===== config.mk =====
export PLATFORM = sky130hd
export DESIGN_NAME = multmod_seq_flat
export DESIGN_NICKNAME = d
export VERILOG_FILES = /design/src/rtl/multmod_seq_if.sv /design/src/rtl/multmod_seq.sv /design/src/flat_wrapper.sv
export SDC_FILE = /design/constraint.sdc
export NUM_CORES = 1
export LEC_CHECK = 0
export BUFFER_PORTS_ARGS = -buffer_cell sky130_fd_sc_hd__buf_4
export CAP_MARGIN = 20
export CORE_MARGIN = 5
export CORE_UTILIZATION = 30
export CTS_CLUSTER_DIAMETER = 100
export DETAILED_ROUTE_END_ITERATION = 8
export SLEW_MARGIN = 30
export SYNTH_ARGS = -nofsm -noshare
export SYNTH_HDL_FRONTEND = slang
export SYNTH_SLANG_ARGS = --single-unit
export TNS_END_PERCENT = 100

===== constraint.sdc =====
create_clock -name clk -period 3.14 [get_ports clk]
set_clock_uncertainty 0.1 [all_clocks]
set_input_delay 0.785 -clock clk [delete_from_list [all_inputs] [get_ports clk]]
set_output_delay 0.785 -clock clk [all_outputs]
set_load 0.05 [all_outputs]

===== src/rtl/multmod_seq_if.sv =====
// Purpose: bundles the multiply-sequencer control and code signals.
//   master modport: the side that issues start/kill/microcode and observes
//                   the multfunc stream (testbench or upstream control).
//   slave modport:  the sequencer itself.
// Handshake: a start is taken on any rising clk edge where start=1,
//   ready=1 and kill=0; there is no separate acknowledge, the sequence
//   simply begins (nx_cyc0_rdy rises the following cycle). done is a
//   one-cycle pulse and needs no acknowledge.
// Signals: start, op_dp, op_spadd, kill, ucode_valid, ucode_multfunc (in to
//   sequencer); nx_multfunc_rom0, nx_multfunc_rom1, romsel, nx_cyc0_rdy,
//   ready, busy, done, dbg_state (out of sequencer; dbg_state is the FSM
//   state encoding 0=IDLE 1=CYC0 2=RUN 3=DONE).
interface multmod_seq_if #(
  parameter int CODE_W = 4
);
  logic              start;
  logic              op_dp;
  logic              op_spadd;
  logic              kill;
  logic              ucode_valid;
  logic [CODE_W-1:0] ucode_multfunc;
  logic [CODE_W-1:0] nx_multfunc_rom0;
  logic [CODE_W-1:0] nx_multfunc_rom1;
  logic [1:0]        romsel;
  logic              nx_cyc0_rdy;
  logic              ready;
  logic              busy;
  logic              done;
  logic [1:0]        dbg_state;

  modport master (
    output start, op_dp, op_spadd, kill, ucode_valid, ucode_multfunc,
    input  nx_multfunc_rom0, nx_multfunc_rom1, romsel, nx_cyc0_rdy,
           ready, busy, done, dbg_state
  );

  modport slave (
    input  start, op_dp, op_spadd, kill, ucode_valid, ucode_multfunc,
    output nx_multfunc_rom0, nx_multfunc_rom1, romsel, nx_cyc0_rdy,
           ready, busy, done, dbg_state
  );
endinterface


===== src/rtl/multmod_seq.sv =====
// Purpose: multiply-cycle sequencer feeding the multiplier decode/mux stage.
//   On an accepted start it issues one accumulator-clear cycle (CYC0), then
//   one multfunc code per cycle (SP: 1,2 ; DP: 4..d), then a one-cycle done
//   pulse. In IDLE a microcode multfunc can be passed through on rom1.
// Ports: clk, reset (synchronous, active-high), bus (multmod_seq_if.slave).
// Configuration: define MULTMOD_SEQ_SPADD_EN to append code e (SP_ADD) to
//   the SP sequence when op_spadd was set with start; undefined, op_spadd
//   is ignored and code e is never produced.
// All outputs come straight from flops.
module multmod_seq #(
  parameter int         CODE_W   = 4,
  parameter logic [1:0] ZERO_SEL = 2'h2
) (
  input logic         clk,
  input logic         reset,
  multmod_seq_if.slave bus
);

  typedef enum logic [1:0] {
    IDLE = 2'd0,
    CYC0 = 2'd1,
    RUN  = 2'd2,
    DONE = 2'd3
  } state_t;

  state_t            state_q, state_d;
  logic [3:0]        step_q, step_d;
  logic              dp_q, dp_d;
  logic              spadd_q, spadd_d;
  logic [3:0]        last_step;
  logic              ucode_take;
  logic              take_start;

  logic [CODE_W-1:0] rom0_q, rom0_d;
  logic [CODE_W-1:0] rom1_q, rom1_d;
  logic [1:0]        romsel_q, romsel_d;
  logic              cyc0_q, busy_q, done_q, ready_q;

  // Code for a given step of the sequence; DP codes run 4..d contiguously.
  function automatic logic [CODE_W-1:0] seq_code(input logic dp, input logic [3:0] step);
    if (dp) return CODE_W'(4'h4 + step);
    case (step)
      4'd0:    return CODE_W'(4'h1);
      4'd1:    return CODE_W'(4'h2);
      default: return CODE_W'(4'he);
    endcase
  endfunction

  // The sequence end is decoded from the step count, never from a wrap.
  assign last_step = dp_q ? 4'd9 : (spadd_q ? 4'd2 : 4'd1);

`ifdef MULTMOD_SEQ_SPADD_EN
  logic spadd_in;
  assign spadd_in = bus.op_spadd;
`else
  logic spadd_in;
  logic spadd_unused;
  assign spadd_in     = 1'b0;
  assign spadd_unused = bus.op_spadd;
`endif

  // kill always suppresses a same-cycle start.
  assign take_start = bus.start && !bus.kill;

  always_comb begin
    state_d    = state_q;
    step_d     = step_q;
    dp_d       = dp_q;
    spadd_d    = spadd_q;
    ucode_take = 1'b0;
    case (state_q)
      IDLE: begin
        if (take_start) begin
          state_d = CYC0;
          step_d  = 4'd0;
          dp_d    = bus.op_dp;
          spadd_d = spadd_in;
        end else if (bus.ucode_valid && !bus.start) begin
          ucode_take = 1'b1;
        end
      end
      CYC0: begin
        state_d = bus.kill ? IDLE : RUN;
        step_d  = 4'd0;
      end
      RUN: begin
        if (bus.kill || step_q > last_step) begin
          state_d = IDLE;
        end else if (step_q == last_step) begin
          state_d = DONE;
        end else begin
          step_d = step_q + 4'd1;
        end
      end
      DONE: begin
        if (take_start) begin
          state_d = CYC0;
          step_d  = 4'd0;
          dp_d    = bus.op_dp;
          spadd_d = spadd_in;
        end else begin
          state_d = IDLE;
        end
      end
      default: state_d = IDLE;
    endcase

    // Output values for the cycle after this edge, decoded from state_d.
    rom0_d   = '0;
    rom1_d   = '0;
    romsel_d = ZERO_SEL;
    if (state_d == RUN) rom0_d = seq_code(dp_d, step_d);
    if (state_d == CYC0 || state_d == RUN) begin
      romsel_d = 2'h0;
    end else if (ucode_take) begin
      rom1_d   = bus.ucode_multfunc;
      romsel_d = 2'h1;
    end
  end

  always_ff @(posedge clk) begin
    if (reset) begin
      state_q  <= IDLE;
      step_q   <= 4'd0;
      dp_q     <= 1'b0;
      spadd_q  <= 1'b0;
      rom0_q   <= '0;
      rom1_q   <= '0;
      romsel_q <= ZERO_SEL;
      cyc0_q   <= 1'b0;
      busy_q   <= 1'b0;
      done_q   <= 1'b0;
      ready_q  <= 1'b1;
    end else begin
      state_q  <= state_d;
      step_q   <= step_d;
      dp_q     <= dp_d;
      spadd_q  <= spadd_d;
      rom0_q   <= rom0_d;
      rom1_q   <= rom1_d;
      romsel_q <= romsel_d;
      cyc0_q   <= (state_d == CYC0);
      busy_q   <= (state_d == CYC0) || (state_d == RUN);
      done_q   <= (state_d == DONE);
      ready_q  <= (state_d == IDLE) || (state_d == DONE);
    end
  end

  assign bus.nx_multfunc_rom0 = rom0_q;
  assign bus.nx_multfunc_rom1 = rom1_q;
  assign bus.romsel           = romsel_q;
  assign bus.nx_cyc0_rdy      = cyc0_q;
  assign bus.busy             = busy_q;
  assign bus.done             = done_q;
  assign bus.ready            = ready_q;
  assign bus.dbg_state        = state_q;

endmodule


===== src/flat_wrapper.sv =====
// flat-port wrapper written by rule: the top's interface ports become plain ports
module multmod_seq_flat 
#(
  parameter int         CODE_W   = 4,
  parameter logic [1:0] ZERO_SEL = 2'h2
)
  (clk, reset, bus_start, bus_op_dp, bus_op_spadd, bus_kill, bus_ucode_valid, bus_ucode_multfunc, bus_nx_multfunc_rom0, bus_nx_multfunc_rom1, bus_romsel, bus_nx_cyc0_rdy, bus_ready, bus_busy, bus_done, bus_dbg_state);
  multmod_seq_if #(.CODE_W(CODE_W)) bus_i ();
  input logic clk;
  input logic reset;
  input wire logic [$bits(bus_i.start)-1:0] bus_start;
  input wire logic [$bits(bus_i.op_dp)-1:0] bus_op_dp;
  input wire logic [$bits(bus_i.op_spadd)-1:0] bus_op_spadd;
  input wire logic [$bits(bus_i.kill)-1:0] bus_kill;
  input wire logic [$bits(bus_i.ucode_valid)-1:0] bus_ucode_valid;
  input wire logic [$bits(bus_i.ucode_multfunc)-1:0] bus_ucode_multfunc;
  output wire logic [$bits(bus_i.nx_multfunc_rom0)-1:0] bus_nx_multfunc_rom0;
  output wire logic [$bits(bus_i.nx_multfunc_rom1)-1:0] bus_nx_multfunc_rom1;
  output wire logic [$bits(bus_i.romsel)-1:0] bus_romsel;
  output wire logic [$bits(bus_i.nx_cyc0_rdy)-1:0] bus_nx_cyc0_rdy;
  output wire logic [$bits(bus_i.ready)-1:0] bus_ready;
  output wire logic [$bits(bus_i.busy)-1:0] bus_busy;
  output wire logic [$bits(bus_i.done)-1:0] bus_done;
  output wire logic [$bits(bus_i.dbg_state)-1:0] bus_dbg_state;
  assign bus_i.start = bus_start;
  assign bus_i.op_dp = bus_op_dp;
  assign bus_i.op_spadd = bus_op_spadd;
  assign bus_i.kill = bus_kill;
  assign bus_i.ucode_valid = bus_ucode_valid;
  assign bus_i.ucode_multfunc = bus_ucode_multfunc;
  assign bus_nx_multfunc_rom0 = bus_i.nx_multfunc_rom0;
  assign bus_nx_multfunc_rom1 = bus_i.nx_multfunc_rom1;
  assign bus_romsel = bus_i.romsel;
  assign bus_nx_cyc0_rdy = bus_i.nx_cyc0_rdy;
  assign bus_ready = bus_i.ready;
  assign bus_busy = bus_i.busy;
  assign bus_done = bus_i.done;
  assign bus_dbg_state = bus_i.dbg_state;
  multmod_seq #(.CODE_W(CODE_W), .ZERO_SEL(ZERO_SEL)) u_core (.clk(clk), .reset(reset), .bus(bus_i));
endmodule

* Word-level counts from Yosys, hierarchy flattened *
Cells that the tools add are included.

word-level totals
  register bits after elaboration = 21
  input port bits = 11
  output and inout bits = 16
  logic and storage cells = 61

operators by class
  add/subtract/negate cells = 2
  $lt $le $gt $ge = 1
  equality and inequality tests = 8
  muxes and demuxes = 23
  bitwise logic cells = 2
  reductions and logical operators = 14

operators with widths
  cell                 count
  $mux 4               6
  $mux 2               6
  $pmux 4 s3           1
  $eq 2x2->1 const B   4
  $mux 1               8
  $pmux 2 s4           1
  $pmux 4 s2           1
  $reduce_or 2->1      3
  $add 3x4->4 const A  1
  $add 4x1->4 const B  1
  $eq 2x1->1 const B   2
  $eq 4x1->1 const B   1
  $eq 4x4->1           1
  $gt 4x4->1           1
  $logic_not 2->1      2
  $logic_not 4->1      1
  $logic_or 1x1->1     3
  $reduce_or 3->1      1
  $logic_and 1x1->1    2
  $logic_not 1->1      2
  $not 1->1            2

* Longest topological paths before layout *
Gate-level depths: netlist of the first run.

  depth after elaboration = 8
  gate-level depth with buffers = 11
  gate-level depth less buffers = 11

* Worst setup path before layout of the first run *
OpenSTA, ideal clock, no wires.

  path kind = register to register
  start = register u_core.state_q[0], in the netlist u_core.bus.dbg_state[0]
  end = register u_core.rom0_q[2], in the netlist u_core.bus.nx_multfunc_rom0[2]
  setup time = 0.060 ns
  arrival time = 2.541 ns
  path slack = 0.440 ns
  cell stages (with the launch flop) = 11
  cell sequence = dfxtp_1 inv_1 ha_1 nor2_1 a2bb2oi_1 a211oi_1 or2_2 ha_1 and2_1 o21ai_0 o311a_1

between the ends
  longest elaborated chain between the ends = 6
  elaborated cells between the ends (all ways) = 22

RTL lines
  what                                                        line                text
  from (decl)                                                 multmod_seq.sv:26   state_t state_q, state_d;
  from (signal assigned)                                      multmod_seq.sv:135  state_q <= state_d;
  $eq 2x2->1, or another cell as far along                    multmod_seq.sv:71   case (state_q)
  $reduce_or 2->1 (no line) / $mux 2 (equally long branches)  --
  $pmux 4 s3, or another cell as far along                    multmod_seq.sv:71
  $add 3x4->4, or another cell as far along                   multmod_seq.sv:41   if (dp) return CODE_W'(4'h4 + step);
  $mux 4, or another cell as far along                        multmod_seq.sv:41
  $mux 4 / $reduce_or 2->1 (equally long branches)            --
  to (signal assigned)                                        multmod_seq.sv:139  rom0_q <= rom0_d;
  to (decl)                                                   multmod_seq.sv:34   logic [CODE_W-1:0] rom0_q, rom0_d;

Several ways; a longest one is shown, not always the timed one. The select of a mux whose other input is x is not followed.
A chain may end at the register's enable or synchronous reset.

* Final worst setup path of the first run *
  start = register u_core.dp_q
  end = register u_core.rom0_q[2], in the netlist u_core.bus.nx_multfunc_rom0[2]

between the ends
  longest elaborated chain between the ends = 8
  elaborated cells between the ends (all ways) = 23

RTL lines
  what                                              line                                  text
  from (decl)                                       multmod_seq.sv:28                     logic dp_q, dp_d;
  from (signal assigned)                            multmod_seq.sv:137                    dp_q <= dp_d;
  $mux 4                                            multmod_seq.sv:50                     assign last_step = dp_q ? 4'd9 : (spadd_q ? 4'd2 : 4'd1);
  $gt 4x4->1 / $eq 4x4->1 (equally long branches)   multmod_seq.sv:87, multmod_seq.sv:89
  $logic_or 1x1->1, or another cell as far along    multmod_seq.sv:87                     if (bus.kill || step_q > last_step) begin
  $mux 4 / $mux 2 (equally long branches)           multmod_seq.sv:87
  $pmux 4 s3 / $pmux 2 s4 (equally long branches)   multmod_seq.sv:71
  $add 3x4->4, or another cell as far along         multmod_seq.sv:41
  $mux 4, or another cell as far along              multmod_seq.sv:41
  $mux 4 / $reduce_or 2->1 (equally long branches)  --

Several ways; a longest one is shown, not always the timed one. The select of a mux whose other input is x is not followed.

==> run_results.csv, run 1 <==
group,metric,value,unit
outcome,outcome,"complete, no violations",
yosys,synth_top_area_share,0.377,
worst_hold_path,hold_class,"register to register",
critical_path,arrival,2.73,ns
cts,clk_pin_slew,0.08,ns
place,place_ws,0.516,ns
floorplan,initial_core_util,0.307,
yosys,syn_avg_cell_area,9.00,sq um
sta,drv_slew,0,
sta,period_needed,2.62,ns
routing,drtIter0Drc,47,
sta,timing.setup.tns,0,ns
critical_path,crit_family,"simple AND/OR/NAND/NOR gates",
yosys,synth_xor_area_frac,0,
pwr,powerDensity,392,mW/mm^2
routing,antenna_left,0,
yosys,synth_nets,147,
place,dpl-instance-area,0.00136,sq mm
grt,grt_overflow,0,
critical_path,cpMostUsedCell,"ha_1",
floorplan,rows,22,
place,place_hpwl,1780,um
critical_path,critical_path_class,"register to register",
cts,cts_tree,"built",
cts,cts_resized,0,
cells_and_area,multi_input_area,634,sq um
critical_path,cp.required,3.24,ns
grt,grt_pass1_vias,906,
routing,via_per_inst,4.68,
grt,grt.total_usage,0.0914,
yosys,netlist_area,0.00112,sq mm
routing,dr.pass1.iters,2,
cts,holdBufCountCts,0,
pwr,total_leakage_power,0.000634,uW
yosys,synthAdderAreaFrac,0.135,
routing,vias,931,
routing,routedWlPerCell,11.3,um
yosys,yosys.area_share.simple,0.248,
cells_and_area,fin_area,0.00141,sq mm
sta,setup_viol_count_final,0,
cells_and_area,seqCellArea,420,sq um
grt,antenna_found_initial,0,
sta,slew_headroom,0.684,
place,io_buffers,25,
place,place.gp.congestion,0.825,
yosys,yosysWarnings,0,
sta,finalHoldViolCount,0,
floorplan,io_pins,27,
cells_and_area,fin_nets,175,
yosys,netlist_instances,124,
cts,clkSinkCount,21,
yosys,synth.most_common_cell,"dfxtp_1",
cts,cts-root-buf,"clkbuf_8",
critical_path,path_cells,"inv_1 > ha_1 > nor4b_4 > nor2_1 > nor4_1 > a211oi_1 > or2_2 > ha_1 > and2_1 > o21ai_0 > o311a_1",
critical_path,worstPathBufferInverterCount,1,
cells_and_area,fillerInstances,375,
yosys,ys_ff_latch,21,
yosys,netlist_top_cells_area,"dfxtp_1, ha_1, inv_1",
critical_path,worst_setup_path_end_kind,"register",
routing,post-route-drc-count,0,
floorplan,fp.coreArea,0.00363,sq mm
run,cap_violations,0,
pwr,power.total,552,uW
cts,numCtsBuffers,3,
routing,routed_wirelength,2250,um
critical_path,cp_max_fo,4,
sta,setup_ws,0.519,ns
critical_path,worstSetupStartpointType,"register",
sta,max_freq,382,MHz
grt,grt_max_degree,15,
cells_and_area,layout-drive-gt1-share,0.225,
floorplan,die_h,71.0,um
yosys,synth_common_cells,"dfxtp_1, inv_1, nor2_1, ha_1",
grt,grt_pass1_wl,3820,um
critical_path,critPathMaxStageDelay,0.37,ns
sta,tightest_slew,0.471,ns
floorplan,die_w,71.0,um
sta,grt_setup_unrepaired,"no",
yosys,ys.flop_type,"dfxtp_1",
yosys,synth_top_cell_by_area,"dfxtp_1",
cts,post_cts_buffers,0,
critical_path,crit_slowest_cell,"nor4b_4",
floorplan,dieArea,0.00504,sq mm
pwr,ir_drop,0.000247,V
yosys,synth_compound_area_frac,0.168,
yosys,synth_top_family_by_area,"simple AND/OR/NAND/NOR gates",
yosys,async_flop_share,0,
yosys,synth_mux_area_frac,0.0179,
cts,clock_latency,0.26,ns
yosys,synth_edf_count,0,
cells_and_area,area_growth,26.1,%
cts,htreeDepth,1,
yosys,synth_cell_types,33,
sta,period_share,0.835,
yosys,yosysSeqAreaShare,0.377,
cells_and_area,antennaDiodeCount,0,
cts,cts_buffer_depth,2,
## cells by family after synthesis
group	Yosys count
and+or+nand+nor	49
DFF	21
muxes	2
adders and majority gates	12
buffers and inverters	16
AOI/OAI and AO/OA	24
## routing by layer
layer  wire, um  up-vias  global-route usage
met5          0        -                   0
met4         23        0              0.0418
met3        129        4              0.0256
met2       1000       19               0.148
met1       1090      416               0.112
li1           -      492                   -
## stage by stage
stage | utilization | std cells | hold WS (ns)
final | 0.387 | 199 | 0.471
after global routing | 0.387 | 199 | 0.516
after CTS | 0.387 | 199 | 0.476
after detailed placement | 0.374 | 195 | 0.467
after global placement | 0.374 | 195 | 0.451
after floorplan | - | 124 | 0.424
## power by group
part / switching [uW] / internal (uW)
Clock: 90.4 / 89.5
Sequential: 3.67 / 274
Combinational: 60.4 / 34.1
Total: 154 / 398
## cell usage in the layout (no fill, tap or decap), types with 3 or more instances in the layout
cell	count
buf_4	26
nand2_1	5
a21oi_1	4
nor2b_1	4
inv_1	13
dfxtp_1	21
ha_1	12
nor2_1	13
nand2b_1	4
o21ai_0	3
nor3_1	3
clkbuf_8	3
and2_1	5
nand3_1	3
## final timing paths
path,start,endpoint,slack [ns],depth (start not counted)
hold reg to reg,u_core.step_q[3],u_core.step_q[3],0.47,2
setup / recovery,u_core.dp_q,u_core.bus.nx_multfunc_rom0[2],0.52,11
hold / removal,u_core.step_q[3],u_core.step_q[3],0.47,2
setup reg to reg,u_core.dp_q,u_core.bus.nx_multfunc_rom0[2],0.52,11
## worst register-to-register path: cells and delay by family (launching register included)
family	cells	cell delay (ns)
buffers and inverters	1	0.05
adders and majority gates	2	0.46
AOI/OAI and AO/OA	3	0.43
and+or+nand+nor	5	1.19
DFF	1	0.34
## state kept, by name, indices dropped and copies added (netlist names)
name                         flops
u_core.bus.busy                  1
u_core.bus.dbg_state             2
u_core.bus.done                  1
u_core.bus.nx_cyc0_rdy           1
u_core.bus.nx_multfunc_rom0      4
u_core.bus.nx_multfunc_rom1      4
u_core.bus.ready                 1
u_core.bus.romsel                2
u_core.dp_q                      1
u_core.step_q                    4
## layout make-up
class | count | area share
clock buffer | 3 | 0.0293
clock inverter | 1 | 0.00533
inverter | 13 | 0.0347
multi-input combinational | 87 | 0.451
sequential | 21 | 0.299
tap | 48 | 0.0427
timing repair buffer | 26 | 0.139
Note: power is estimated with default switching activity, not from simulation.
==> run 2: changes to the inputs <==
==> constraint.sdc (replaced) <==
create_clock -name clk -period 2.1 [get_ports clk]
set_clock_uncertainty 0.1 [all_clocks]
set_input_delay 0.525 -clock clk [delete_from_list [all_inputs] [get_ports clk]]
set_output_delay 0.525 -clock clk [all_outputs]
set_load 0.05 [all_outputs]
==> run 2 against run 1 <==
The flow now finishes with violations (negative setup slack). Core utilization up 11 points. Design area up 28%. Fmax up 23%. Clock power up 44%. Wire length up 28%. Critical path depth unchanged. Global-route usage up 2.1 points. Flip-flop and latch count unchanged. Via count up 19%. Count of clock-buffer cells in the layout unchanged. Critical path type unchanged.
==> run_results.csv, run 2 (synthesis gave the netlist of run 1 again) <==
group,metric,value,unit
pwr,intPower,623,uW
cts,holdBufCountCts,0,
routing,post-route-drc-count,0,
floorplan,die_h,71.0,um
pwr,clockPowerShare,0.300,
cells_and_area,fin_nets,206,
run,cap_violations,0,
cells_and_area,mostFrequentLayoutCells,"buf_4, dfxtp_1, nor2_1",
floorplan,initial_core_util,0.307,
cts,cts_tree,"built",
sta,setup_ws,-0.0230,ns
critical_path,path_cells,"inv_2 > ha_4 > nor4b_4 > nor2_2 > nor4_2 > a211oi_2 > or2_4 > ha_4 > and2_4 > o21ai_2 > o311a_1",
floorplan,fp.coreArea,0.00363,sq mm
outcome,outcome,"finished, violations left",
pwr,p_seq_frac,0.477,
critical_path,critPathMaxStageDelay,0.34,ns
cells_and_area,layout-drive-gt1-share,0.527,
critical_path,worst_setup_path_end_kind,"register",
sta,setup_viol_count_final,5,
cts,clock_latency,0.26,ns
outcome,violations,"negative setup slack",
critical_path,cp.required,2.21,ns
cts,cts_buffer_depth,2,
cts,cts-root-buf,"clkbuf_8",
worst_hold_path,hold_class,"input port to register",
cells_and_area,antennaDiodeCount,0,
place,dp_cells,217,
floorplan,dieArea,0.00504,sq mm
routing,antenna_left,0,
critical_path,crit_family,"simple AND/OR/NAND/NOR gates",
sta,max_freq,471,MHz
routing,routed_wirelength,2860,um
critical_path,arrival,2.23,ns
sta,finalHoldViolCount,0,
routing,routedWlPerCell,12.5,um
sta,period_needed,2.12,ns
critical_path,worstPathBufferInverterCount,1,
cells_and_area,layout_commonest_cell,"buf_4",
cells_and_area,fin_cells,230,
sta,timing.setup.tns,-0.0464,ns
pwr,total_leakage_power,0.000804,uW
routing,drtIter0Drc,43,
pwr,ir_drop,0.000412,V
critical_path,cpMostUsedCell,"ha_4",
sta,tightest_slew,0.370,ns
place,io_buffers,25,
grt,grt_pass1_wl,4610,um
critical_path,cp_max_fo,3,
floorplan,rows,22,
grt,grt.total_usage,0.113,
grt,antenna_found_initial,0,
cts,clkSinkCount,21,
grt,grt_max_degree,15,
place,place_hpwl,2180,um
cts,numCtsBuffers,3,
pwr,power_frac_comb,0.223,
routing,vias,1105,
sta,period_share,1.01,
pwr,p_switching,240,uW
critical_path,worstSetupStartpointType,"register",
routing,dr.pass1.iters,4,
critical_path,critical_path_class,"register to register",
critical_path,crit_slowest_cell,"dfxtp_2",
routing,via_per_inst,4.80,
sta,drv_slew,0,
pwr,powerDensity,480,mW/mm^2
cells_and_area,area_growth,61.0,%
sta,slew_headroom,0.746,
floorplan,die_w,71.0,um
floorplan,io_pins,27,
cts,htreeDepth,1,
cts,clk_pin_slew,0.07,ns
place,place.gp.congestion,0.798,
sta,grt_setup_unrepaired,"yes",
pwr,swShare,0.278,
grt,grt_overflow,0,
grt,grt_pass1_vias,1065,
## run 2: power groups by stage
stage          combinational (uW)  sequential [uW]  clock [uW]
2_1_floorplan                61.7              462           0
3_3_place_gp                  166              421           0
3_5_place_dp                  169              421           0
4_1_cts                       174              411         268
5_1_grt                       209              413         289
6_report                      192              411         259
## run 2: worst paths after layout
| check | depth (start not counted) | endpoint | start | slack [ns] |
|---|---|---|---|---|
| setup / recovery | 11 | u_core.bus.nx_multfunc_rom0[2] | u_core.step_q[1] | -0.02 |
| hold / removal | 2 | u_core.bus.nx_multfunc_rom1[3] | bus_ucode_multfunc[3] | 0.37 |
| setup reg to reg | 11 | u_core.bus.nx_multfunc_rom0[2] | u_core.step_q[1] | -0.02 |
| hold reg to reg | 3 | u_core.step_q[3] | u_core.step_q[3] | 0.59 |
## run 2: timing repair
action / in CTS / in global routing
buffers inserted: 2 / 7
resized for setup: 10 / 12
endpoints found under the setup margin: 12 / 12
pin swaps: 9 / 14
hold endpoints to repair: 0 / 0
## run 2: per-layer routing
metal | vias up | part of all wire | wire length, um | track usage
met5 | - | 0 | 0 | 0
met4 | 0 | 0.014 | 40 | 0.0438
met3 | 5 | 0.043 | 123 | 0.0227
met2 | 25 | 0.48 | 1370 | 0.182
met1 | 524 | 0.46 | 1330 | 0.147
li1 | 551 | - | - | -
## run 2: metrics by stage
step,hold slack (ns),util,instance area (sq um),setup slack (ns),power [uW]
2_1_floorplan,0.426,-,1180,-0.139,524
6_report,0.368,0.494,1800,-0.0230,862
4_1_cts,0.368,0.465,1690,-0.0276,853
5_1_grt,0.366,0.494,1800,-0.151,911
3_5_place_dp,0.536,0.437,1590,-0.174,591
3_3_place_gp,0.517,0.437,1590,-0.156,588
## run 2: layout make-up
cell class                 instances  area, sq um
multi-input combinational         87          779
clock buffer                       3         41.3
clock inverter                     1         5.00
fill                             353         1840
sequential                        21          434
timing repair buffer              57          428
tap                               48         60.1
inverter                          13         48.8
==> run 3: changes to the inputs <==
--- a/config.mk
+++ b/config.mk
@@ -5,6 +5,7 @@
 export SDC_FILE = /design/constraint.sdc
 export NUM_CORES = 1
 export LEC_CHECK = 0
+export ABC_AREA = 1
 export BUFFER_PORTS_ARGS = -buffer_cell sky130_fd_sc_hd__buf_4
 export CAP_MARGIN = 20
 export CORE_MARGIN = 5
==> run 3 against run 2 <==
The flow now finishes without violations. Largest cell class unchanged. First-iteration DRC count unchanged. Core utilization down 6.5 points. Global-route usage decreased by 2.8 points. Critical path type unchanged. Die area grew 1.2%. Sequential share of layout area rose by 3.0 points. Sequential power grew 15%.
==> run_results.csv, run 3 <==
group,metric,value,unit
critical_path,worstSetupStartpointType,"register",
cells_and_area,area_growth,38.9,%
routing,routed_wirelength,2230,um
sta,tightest_slew,0.295,ns
yosys,async_flop_share,0,
sta,timing.setup.tns,0,ns
cells_and_area,final_core_util,0.430,
critical_path,r2r_slack,0.14,ns
yosys,netlist_top_cells_area,"dfxtp_1, ha_1, inv_1",
routing,drtIter0Drc,43,
pwr,p_seq_frac,0.345,
routing,routedWlPerCell,9.73,um
worst_hold_path,hold_end,"u_core.bus.nx_multfunc_rom1[1]",
yosys,synth_cell_types,23,
floorplan,fp.coreArea,0.00366,sq mm
sta,drv_slew,0,
cts,cts_tree,"built",
floorplan,die_h,71.4,um
yosys,synth_mux_area_frac,0,
critical_path,crit_slowest_cell,"dfxtp_4",
pwr,intPower,826,uW
yosys,synth_top_area_share,0.371,
sta,period_needed,1.96,ns
pwr,swShare,0.397,
worst_hold_path,hold_class,"input port to register",
cells_and_area,fin_nets,205,
critical_path,r2r-end,"u_core.bus.nx_multfunc_rom1[1]",
worst_hold_path,min-delay-start,"bus_ucode_multfunc[1]",
outcome,outcome,"complete, no violations",
cts,clkSinkCount,21,
yosys,ys_ff_latch,21,
sta,slew_headroom,0.803,
routing,dr.pass1.iters,4,
yosys,ys.flop_type,"dfxtp_1",
cts,numCtsBuffers,3,
yosys,yosysWarnings,0,
critical_path,arrival,2.05,ns
critical_path,cpMostUsedCell,"nand2_2",
sta,setup_viol_count_final,0,
grt,antenna_found_initial,0,
pwr,p_switching,544,uW
critical_path,critPathMaxStageDelay,0.36,ns
run,cap_violations,0,
pwr,powerDensity,871,mW/mm^2
place,dpl-instance-area,0.00145,sq mm
grt,grt_max_degree,12,
yosys,synth_edf_count,0,
routing,vias,962,
yosys,yosys.area_share.simple,0.317,
floorplan,rows,22,
routing,via_per_inst,4.20,
cts,clk_pin_slew,0.07,ns
cts,cts_buffer_depth,2,
place,place_ws,-0.00695,ns
critical_path,worstReg2RegStart,"u_core.step_q[0]",
sta,period_share,0.931,
yosys,synthAdderAreaFrac,0.133,
critical_path,cp.required,2.20,ns
pwr,ir_drop,0.000477,V
critical_path,reg2reg_depth,13,
place,io_buffers,25,
yosys,netlist_instances,142,
yosys,synth_common_cells,"inv_1, dfxtp_1, nand2_1, nor2_1, nand2_2",
cts,cts-root-buf,"clkbuf_8",
grt,grt_pass1_vias,834,
yosys,syn_avg_cell_area,7.97,sq um
cells_and_area,mostFrequentLayoutCells,"buf_4, inv_1, dfxtp_1",
yosys,yosysSeqAreaShare,0.371,
sta,setup_ws,0.145,ns
place,place_hpwl,1800,um
yosys,synth_top_cell_by_area,"dfxtp_1",
pwr,clockPowerShare,0.186,
floorplan,dieArea,0.00510,sq mm
cts,clock_latency,0.25,ns
critical_path,worst_setup_path_end_kind,"register",
yosys,synth_nets,165,
routing,antenna_left,0,
cells_and_area,layout-drive-gt1-share,0.442,
yosys,synth_top_family_by_area,"simple AND/OR/NAND/NOR gates",
floorplan,die_w,71.4,um
routing,post-route-drc-count,0,
place,place.gp.congestion,0.781,
cells_and_area,layout_commonest_cell,"buf_4",
sta,max_freq,511,MHz
grt,grt.total_usage,0.0851,
cts,htreeDepth,1,
grt,grt_pass1_wl,3540,um
pwr,power_frac_comb,0.469,
critical_path,path_cells,"inv_1 > ha_2 > nand2_2 > nand2_2 > nand2_2 > nand2_4 > nand2_1 > o21ai_1 > o21bai_2 > inv_2 > ha_4 > nand3_4 > nor2_2",
floorplan,initial_core_util,0.309,
worst_hold_path,whs_path_depth,3,
yosys,synth_compound_area_frac,0.0818,
cells_and_area,fin_area,0.00157,sq mm
yosys,netlist_area,0.00113,sq mm
critical_path,cp_max_fo,5,
pwr,total_leakage_power,0.000759,uW
critical_path,critical_path_class,"register to register",
grt,grt_overflow,0,
floorplan,io_pins,27,
sta,finalHoldViolCount,0,
yosys,synth.most_common_cell,"inv_1",
yosys,synth_xor_area_frac,0.00773,
cells_and_area,antennaDiodeCount,0,
-- run 3: power groups by stage --
stage | registers (uW) | clock network, uW | logic (uW)
floorplan | 634 | 0 | 250
global placement | 481 | 0 | 584
detailed placement | 481 | 0 | 587
CTS | 472 | 262 | 590
global route | 477 | 279 | 698
finish | 472 | 255 | 643
-- run 3: worst max-delay path, delay by kind of cell, from the launching register on --
family / cells / cell delay (ns)
buffers and inverters: 2 / 0.13
flip-flops: 1 / 0.36
AND/OR/NAND/NOR: 7 / 0.57
AO/OA/AOI/OAI: 2 / 0.26
adder cells (fa/ha/maj): 2 / 0.47
-- run 3: kinds of logic (layout without fill, tap and decap cells) --
family	count (synthesis)	in the layout
flip-flops	21	21
AO/OA/AOI/OAI	15	15
buffers and inverters	27	66
adder cells (fa/ha/maj)	12	12
XOR/XNOR	1	1
AND/OR/NAND/NOR	66	66
-- run 3: layout make-up --
class	count	area, sq um
Clock buffer	4	45.0
Multi-Input combinational cell	94	673
Fill cell	374	2090
Timing Repair Buffer	36	270
Tap cell	48	60.1
Sequential cell	21	427
Inverter	26	97.6
-- run 3: timing repair --
item | CTS | global route
hold buffers | 0 | 0
setup endpoints to repair | 7 | 13
gates resized for setup | 0 | 15
hold endpoints to repair | 0 | 0
gates cloned | 0 | 0
pin swaps | 1 | 7
buffers inserted | 0 | 2
-- run 3: how the worst max path moves through the flow --
stage / from / end / slack, ns / depth (start not counted)
after floorplan: u_core.bus.dbg_state[0] / u_core.bus.nx_multfunc_rom1[0] / 0.06 / 11
after global placement: u_core.dp_q / u_core.bus.nx_multfunc_rom1[1] / 0.01 / 11
after detailed placement: u_core.dp_q / u_core.bus.romsel[1] / -0.007 / 11
after CTS: u_core.dp_q / u_core.bus.romsel[1] / -0.02 / 11
after global routing: u_core.step_q[0] / u_core.bus.nx_multfunc_rom1[1] / -0.007 / 13
final: u_core.step_q[0] / u_core.bus.nx_multfunc_rom1[1] / 0.14 / 13
-- run 3: metal layers --
| layer | global-route usage | up-vias | wire (um) |
|---|---|---|---|
| li1 | - | 519 | - |
| met1 | 0.0997 | 421 | 1000 |
| met2 | 0.146 | 18 | 1080 |
| met3 | 0.0252 | 4 | 120 |
| met4 | 0.0313 | 0 | 30 |
| met5 | 0 | - | 0 |
-- run 3: per-stage QoR --
stage,cells,hold slack (ns),power (uW)
4_1_cts,227,0.380,1320
6_report,229,0.370,1370
5_1_grt,229,0.380,1450
3_5_place_dp,223,0.550,1070
3_3_place_gp,223,0.552,1070
2_1_floorplan,142,0.503,885
